===== config.mk =====
export PLATFORM = sky130hd
export DESIGN_NAME = uart_byte_rx
export DESIGN_NICKNAME = d
export VERILOG_FILES = /design/src/rtl/uart_pkg.sv /design/src/rtl/uart_rx_fifo.sv /design/src/rtl/uart_byte_rx.sv
export SDC_FILE = /design/constraint.sdc
export NUM_CORES = 1
export LEC_CHECK = 0
export CAP_MARGIN = 10
export CORE_MARGIN = 2
export CORE_UTILIZATION = 50
export DETAILED_ROUTE_END_ITERATION = 12
export DONT_BUFFER_PORTS = 1
export HOLD_SLACK_MARGIN = 0.1
export MAX_ROUTING_LAYER = met4
export PLACE_DENSITY = 0.72
export SLEW_MARGIN = 20
export SYNTH_ARGS = -nofsm -noshare
export SYNTH_HDL_FRONTEND = slang
export SYNTH_HIERARCHICAL = 1
export SYNTH_SLANG_ARGS = --single-unit

===== constraint.sdc =====
create_clock -name clk -period 2.9 [get_ports clk]
set_input_delay 0.58 -clock clk [delete_from_list [all_inputs] [get_ports clk]]
set_output_delay 0.58 -clock clk [all_outputs]
set_load 0.01 [all_outputs]

===== src/rtl/uart_pkg.sv =====
// Shared UART definitions used by the receive and transmit sides.
// Defining UART_RX_PARITY_EN adds the receive PARITY state to the encoding.
package uart_pkg;

   localparam int unsigned CLKS_PER_BIT_DEF = 16;
   localparam int unsigned FIFO_DEPTH_DEF   = 2;

   typedef enum logic [2:0] {
      StIdle   = 3'd0,
      StStart  = 3'd1,
      StData   = 3'd2,
`ifdef UART_RX_PARITY_EN
      StParity = 3'd4,
`endif
      StStop   = 3'd3
   } uart_state_e;

   function automatic logic even_parity(input logic [7:0] data);
      return ^data;
   endfunction

endpackage


===== src/rtl/uart_rx_fifo.sv =====
// Small receive byte buffer: push/pop, full/empty flags and a zero-when-empty head.
// A push into a full buffer is accepted only when a pop happens in the same cycle.
module uart_rx_fifo
   import uart_pkg::*;
#(
   parameter int unsigned DEPTH = FIFO_DEPTH_DEF
) (
   input  logic       clk,
   input  logic       rst,
   input  logic       push_i,
   input  logic       pop_i,
   input  logic [7:0] data_i,
   output logic [7:0] head_o,
   output logic       full_o,
   output logic       empty_o
);

   localparam int unsigned PtrW = (DEPTH > 2) ? $clog2(DEPTH) : 1;
   localparam int unsigned CntW = $clog2(DEPTH + 1);
   localparam logic [PtrW-1:0] LastPtr = PtrW'(DEPTH - 1);
   localparam logic [CntW-1:0] FullCnt = CntW'(DEPTH);

   logic [7:0]      mem_q [DEPTH];
   logic [7:0]      mem_d [DEPTH];
   logic [PtrW-1:0] wr_ptr_q, wr_ptr_d;
   logic [PtrW-1:0] rd_ptr_q, rd_ptr_d;
   logic [CntW-1:0] count_q, count_d;
   logic            push_ok, pop_ok;

   assign empty_o = (count_q == '0);
   assign full_o  = (count_q == FullCnt);
   assign head_o  = empty_o ? 8'h00 : mem_q[rd_ptr_q];

   always_comb begin
      pop_ok   = pop_i && !empty_o;
      push_ok  = push_i && (!full_o || pop_ok);
      mem_d    = mem_q;
      wr_ptr_d = wr_ptr_q;
      rd_ptr_d = rd_ptr_q;
      count_d  = count_q;
      if (push_ok) begin
         mem_d[wr_ptr_q] = data_i;
         wr_ptr_d = (wr_ptr_q == LastPtr) ? '0 : wr_ptr_q + PtrW'(1);
      end
      if (pop_ok) begin
         rd_ptr_d = (rd_ptr_q == LastPtr) ? '0 : rd_ptr_q + PtrW'(1);
      end
      if (push_ok && !pop_ok) begin
         count_d = count_q + CntW'(1);
      end else if (pop_ok && !push_ok) begin
         count_d = count_q - CntW'(1);
      end
   end

   always_ff @(posedge clk or posedge rst) begin
      if (rst) begin
         for (int i = 0; i < int'(DEPTH); i++) begin
            mem_q[i] <= 8'h00;
         end
         wr_ptr_q <= '0;
         rd_ptr_q <= '0;
         count_q  <= '0;
      end else begin
         mem_q    <= mem_d;
         wr_ptr_q <= wr_ptr_d;
         rd_ptr_q <= rd_ptr_d;
         count_q  <= count_d;
      end
   end

endmodule


===== src/rtl/uart_byte_rx.sv =====
// 8N1 UART byte receiver with mid-bit sampling and a small output buffer.
// Defining UART_RX_PARITY_EN adds an even-parity bit between data and stop.
module uart_byte_rx
   import uart_pkg::*;
#(
   parameter int unsigned CLKS_PER_BIT = CLKS_PER_BIT_DEF,
   parameter int unsigned FIFO_DEPTH   = FIFO_DEPTH_DEF
) (
   input  logic       clk,
   input  logic       rst,
   input  logic       rxd,
   input  logic       rx_enable,
   input  logic       rx_ready,
   output logic       rx_valid,
   output logic [7:0] rx_data_out,
   output logic       frame_err,
   output logic       overrun_err
);

   localparam int unsigned CntW = $clog2(CLKS_PER_BIT);
   // Counter counts down to zero, so a load of N-1 expires N cycles later.
   localparam logic [CntW-1:0] FullLoad = CntW'(CLKS_PER_BIT - 1);
   localparam logic [CntW-1:0] HalfLoad = CntW'(CLKS_PER_BIT / 2 - 1);

   logic            rxd_meta_q, rxd_sync_q, rxd_prev_q;
   uart_state_e     state_q, state_d;
   logic [CntW-1:0] cnt_q, cnt_d;
   logic [2:0]      bit_cnt_q, bit_cnt_d;
   logic [7:0]      shift_q, shift_d;
   logic            push_q, push_d;
   logic            frame_err_q, frame_err_d;
   logic            overrun_q, overrun_d;
`ifdef UART_RX_PARITY_EN
   logic            parity_err_q, parity_err_d;
`endif

   logic            fall, baud_tick;
   logic            fifo_full, fifo_empty, pop;

   assign fall      = rxd_prev_q && !rxd_sync_q;
   assign baud_tick = (cnt_q == '0);
   assign rx_valid  = !fifo_empty;
   assign pop       = rx_valid && rx_ready;

   always_comb begin
      state_d     = state_q;
      cnt_d       = cnt_q;
      bit_cnt_d   = bit_cnt_q;
      shift_d     = shift_q;
      push_d      = 1'b0;
      frame_err_d = 1'b0;
`ifdef UART_RX_PARITY_EN
      parity_err_d = parity_err_q;
`endif
      if (state_q != StIdle && !baud_tick) begin
         cnt_d = cnt_q - CntW'(1);
      end
      unique case (state_q)
         StIdle: begin
            if (rx_enable && fall) begin
               state_d = StStart;
               cnt_d   = HalfLoad;
            end
         end
         StStart: begin
            if (baud_tick) begin
               if (!rxd_sync_q) begin
                  state_d   = StData;
                  cnt_d     = FullLoad;
                  bit_cnt_d = 3'd0;
               end else begin
                  state_d = StIdle;
               end
            end
         end
         StData: begin
            if (baud_tick) begin
               shift_d   = {rxd_sync_q, shift_q[7:1]};
               cnt_d     = FullLoad;
               bit_cnt_d = bit_cnt_q + 3'd1;
               if (bit_cnt_q == 3'd7) begin
`ifdef UART_RX_PARITY_EN
                  state_d = StParity;
`else
                  state_d = StStop;
`endif
               end
            end
         end
`ifdef UART_RX_PARITY_EN
         StParity: begin
            if (baud_tick) begin
               parity_err_d = (rxd_sync_q != even_parity(shift_q));
               cnt_d        = FullLoad;
               state_d      = StStop;
            end
         end
`endif
         StStop: begin
            if (baud_tick) begin
               state_d = StIdle;
`ifdef UART_RX_PARITY_EN
               if (rxd_sync_q && !parity_err_q) begin
`else
               if (rxd_sync_q) begin
`endif
                  push_d = 1'b1;
               end else begin
                  frame_err_d = 1'b1;
               end
            end
         end
         default: state_d = StIdle;
      endcase
      // Disable aborts any frame in flight without reporting it.
      if (!rx_enable) begin
         state_d     = StIdle;
         cnt_d       = '0;
         bit_cnt_d   = 3'd0;
         push_d      = 1'b0;
         frame_err_d = 1'b0;
      end
      overrun_d = push_q && fifo_full && !pop;
   end

   always_ff @(posedge clk or posedge rst) begin
      if (rst) begin
         rxd_meta_q   <= 1'b1;
         rxd_sync_q   <= 1'b1;
         rxd_prev_q   <= 1'b1;
         state_q      <= StIdle;
         cnt_q        <= '0;
         bit_cnt_q    <= 3'd0;
         shift_q      <= 8'h00;
         push_q       <= 1'b0;
         frame_err_q  <= 1'b0;
         overrun_q    <= 1'b0;
`ifdef UART_RX_PARITY_EN
         parity_err_q <= 1'b0;
`endif
      end else begin
         rxd_meta_q   <= rxd;
         rxd_sync_q   <= rxd_meta_q;
         rxd_prev_q   <= rxd_sync_q;
         state_q      <= state_d;
         cnt_q        <= cnt_d;
         bit_cnt_q    <= bit_cnt_d;
         shift_q      <= shift_d;
         push_q       <= push_d;
         frame_err_q  <= frame_err_d;
         overrun_q    <= overrun_d;
`ifdef UART_RX_PARITY_EN
         parity_err_q <= parity_err_d;
`endif
      end
   end

   assign frame_err   = frame_err_q;
   assign overrun_err = overrun_q;

   uart_rx_fifo #(
      .DEPTH (FIFO_DEPTH)
   ) u_fifo (
      .clk     (clk),
      .rst     (rst),
      .push_i  (push_q),
      .pop_i   (pop),
      .data_i  (shift_q),
      .head_o  (rx_data_out),
      .full_o  (fifo_full),
      .empty_o (fifo_empty)
   );

endmodule


==> out/qor.csv <==
stage,metric,value,unit
synth,most common cell in the netlist,dfrtp_1,
cells_and_area,Final Non-Filler Cells,221,
grt,grt ovf,0,
sta,slew margin rel.,0.451,
sta,RSZ-0062 raised after global routing,no,
clocking,hold_buf cts,0,
critical_path,Startpoint Class,flop,
floorplanning,I/O pins,16,
synth,syn nets,177,
synth,cell taking the most area after synthesis,dfrtp_1,
clocking,cts bufs inserted,5,
floorplanning,Cell Rows,23,
synth,Post-synth ARST share,1.00,
synth,ys flop type,dfrtp_1,
worst_hold_path,hold crit path type,input pin to flop,
critical_path,CP Data Arrival Time,2.25,ns
critical_path,CP max stage cell,dfrtp_1,
grt,Global Route Usage Sum,0.170,
grt,largest net degree at the start of global routing,24,
grt,initial antenna violation count,0,
critical_path,R2R depth,9,
grt,first-pass GRT wire length,5.49,mm
critical_path,CP peak stage delay,0.52,ns
place,Cells after DPL,213,
clocking,CTS tree,done,
cells_and_area,NumNets Final,179,
floorplanning,die area,4550,sq um
drt,via count,1242,
place,routability cong.,0.744,
synth,post-synth top area share,0.497,
critical_path,Setup CP Type,flop to flop,
sta,setup_tns,0,ns
drt,Routed Antenna Nets,0,
power_and_ir_drop,worst vdd ir,413,uV
cells_and_area,Layout area overhead,7.58,%
clocking,clock transition at the registers of the reported paths,0.09,ns
synth,Seq cells post-synth,43,
drt,Detailed Route Iter0 Violations,48,
synth,synth top area cells,"dfrtp_1 50%, mux2_2 13%, mux2i_1 5.0%",
synth,"Seq/Total Area, Yosys",0.536,
sta,fmax,484,MHz
critical_path,Critical Path End Type,flop,
sta,Setup-failing EPs final,0,
clocking,H-tree depth,2,
synth,Mapped Cells,168,
worst_hold_path,worst hold stages,0,
place,detailed placer's ending HPWL,2.31,mm
sta,Hold Fails Final Rpt,0,
clocking,latest clock arrival within the worst-skew pair,0.30,ns
floorplanning,initial core utilization,0.511,
critical_path,CP max FO,10,
floorplanning,area of the core,3940,sq um
sta,worst setup slack after layout,0.832,ns
drt,drt total wl,3.22,mm
synth,yosys synthesis warning count,6,
place,"worst slack, placed",0.864,ns
sta,Final Critical Period,2.07,ns
floorplanning,die extent in x,67.5,um
clocking,Clock Sinks,43,
cells_and_area,Final Instance Area,2170,sq um
synth,"EDFF count, synth",0,
synth,"top cells by count, synth","40 x dfrtp_1, 23 x mux2_2, 17 x nor2_1, 10 x mux2i_1",
place,total placed instance area,2050,sq um
power_and_ir_drop,Leakage,0.00102,uW
flow_run,max-capacitance violation count,0,
drt,Routed WL per cell,14.6,um
clocking,# Post-CTS Setup Buffers,0,
clocking,CTS root buffer,clkbuf_8,
sta,Least-Margin Pin Slew,0.823,ns
critical_path,Worst Path Required,3.09,ns
run_status,status,"complete, no violations",
sta,worst clock skew,0.0124,ns
critical_path,crit-path leading delay family,simple AND/OR/NAND/NOR gates,
synth,Mapped Area,2010,sq um
synth,Synth cell types,34,
cells_and_area,antenna cells,0,
power_and_ir_drop,pwr dens,639,nW/um^2
critical_path,CP Cell Sequence,"nor2_1, buf_4, nor2b_1, nor3b_4, nor2b_1, ha_1, xor2_1, nor2_1, xor2_1",
clocking,Post-CTS Resized,0,
synth,mean post-synth cell area,12.0,sq um
floorplanning,Die Height,67.5,um
critical_path,WP buf/inv,1,
sta,crit share post-route,0.713,
drt,Via density,5.62,
sta,fin. max-slew vios,0,
drt,Detailed Routing Iterations Pass 1,4,
place,Port Buffers,0,
critical_path,Crit path depth,9,
grt,vias in the first global route,1230,
clocking,Max Root-Sink Buffers,2,
cells_and_area,share of post-route cells with drive strength above 1,0.251,
drt,Remaining DRCs,0,
## state kept, by name (all words and copies together) (netlist names), 2 cells and up
signal	flops
bit_cnt_q	3
cnt_q	4
shift_q	8
state_q	2
u_fifo/count_q	2
u_fifo/mem_q	16
## metal layers
| layer | up-vias | routed length (um) | track usage |
|---|---|---|---|
| li1 | 585 | - | - |
| met1 | 633 | 1420 | 0.198 |
| met2 | 22 | 1640 | 0.266 |
| met3 | 2 | 133 | 0.0567 |
| met4 | 0 | 24 | 0.0765 |
| met5 | - | 0 | - |
## kinds of logic after synthesis
group | share of synthesized area
and+or+nand+nor | 0.144
adders and majority gates | 0.0248
muxes | 0.184
buffers and inverters | 0.0280
xor gates and xnor gates | 0.0217
DFF | 0.536
AOI/OAI and AO/OA | 0.0615
## worst paths after layout
kind / start / slack (ns) / to
setup reg to reg: u_fifo/count_q[0]$_DFFE_PP0P_ / 0.83 / u_fifo/count_q[1]$_DFFE_PP0P_
min in group asynchronous: rst / 0.29 / u_fifo/mem_q[9]$_DFFE_PP0P_
hold / removal: rxd / 0.28 / rxd_meta_q$_DFF_PP1_
setup / recovery: u_fifo/count_q[0]$_DFFE_PP0P_ / 0.83 / u_fifo/count_q[1]$_DFFE_PP0P_
hold reg to reg: rxd_meta_q$_DFF_PP1_ / 0.37 / rxd_sync_q$_DFF_PP1_
max in group asynchronous: rst / 2.05 / cnt_q[3]$_DFF_PP0_
## layout by cell type, fill, tap and decap left out, types with 2 or more instances in the layout
| master | Yosys | layout |
|---|---|---|
| dfrtp_1 | 40 | 40 |
| mux2_2 | 23 | 23 |
| nor2_1 | 17 | 17 |
| mux2i_1 | 10 | 10 |
| nand3_1 | 8 | 8 |
| o21ai_0 | 8 | 8 |
| nand2_1 | 8 | 8 |
| inv_1 | 7 | 7 |
| clkbuf_8 | 0 | 5 |
| nor2b_1 | 4 | 4 |
| ha_1 | 4 | 4 |
| nor3b_4 | 3 | 3 |
| dfstp_2 | 3 | 3 |
| xor2_1 | 3 | 3 |
| nor3b_1 | 2 | 2 |
| a21oi_1 | 2 | 2 |
| nor3_1 | 2 | 2 |
| o211ai_1 | 2 | 2 |
| a21boi_0 | 2 | 2 |
| xnor2_1 | 2 | 2 |
## report_power, final
part	internal (uW)	total [uW]	switching (uW)
sequential	643	718	75.9
combinational	101	204	104
clock	256	461	205
## stage by stage
step / hold slack, ns / power [uW] / utilization
after CTS: 0.265 / 1400 / 0.550
after global placement: 0.346 / 920 / 0.521
final: 0.279 / 1380 / 0.550
after floorplan: 0.345 / 890 / -
after detailed placement: 0.348 / 936 / 0.521
after global routing: 0.252 / 1450 / 0.550
## area by class of cell
class / instances / area [sq um]
clock buffers: 5 / 68.8
clock inverters: 3 / 43.8
fillers: 322 / 1780
inverters: 7 / 26.3
multi-input cells: 112 / 878
flip-flops and latches: 43 / 1080
well taps: 50 / 62.6
repair buffers: 1 / 7.51
Note: power is estimated with default switching activity, not from simulation.
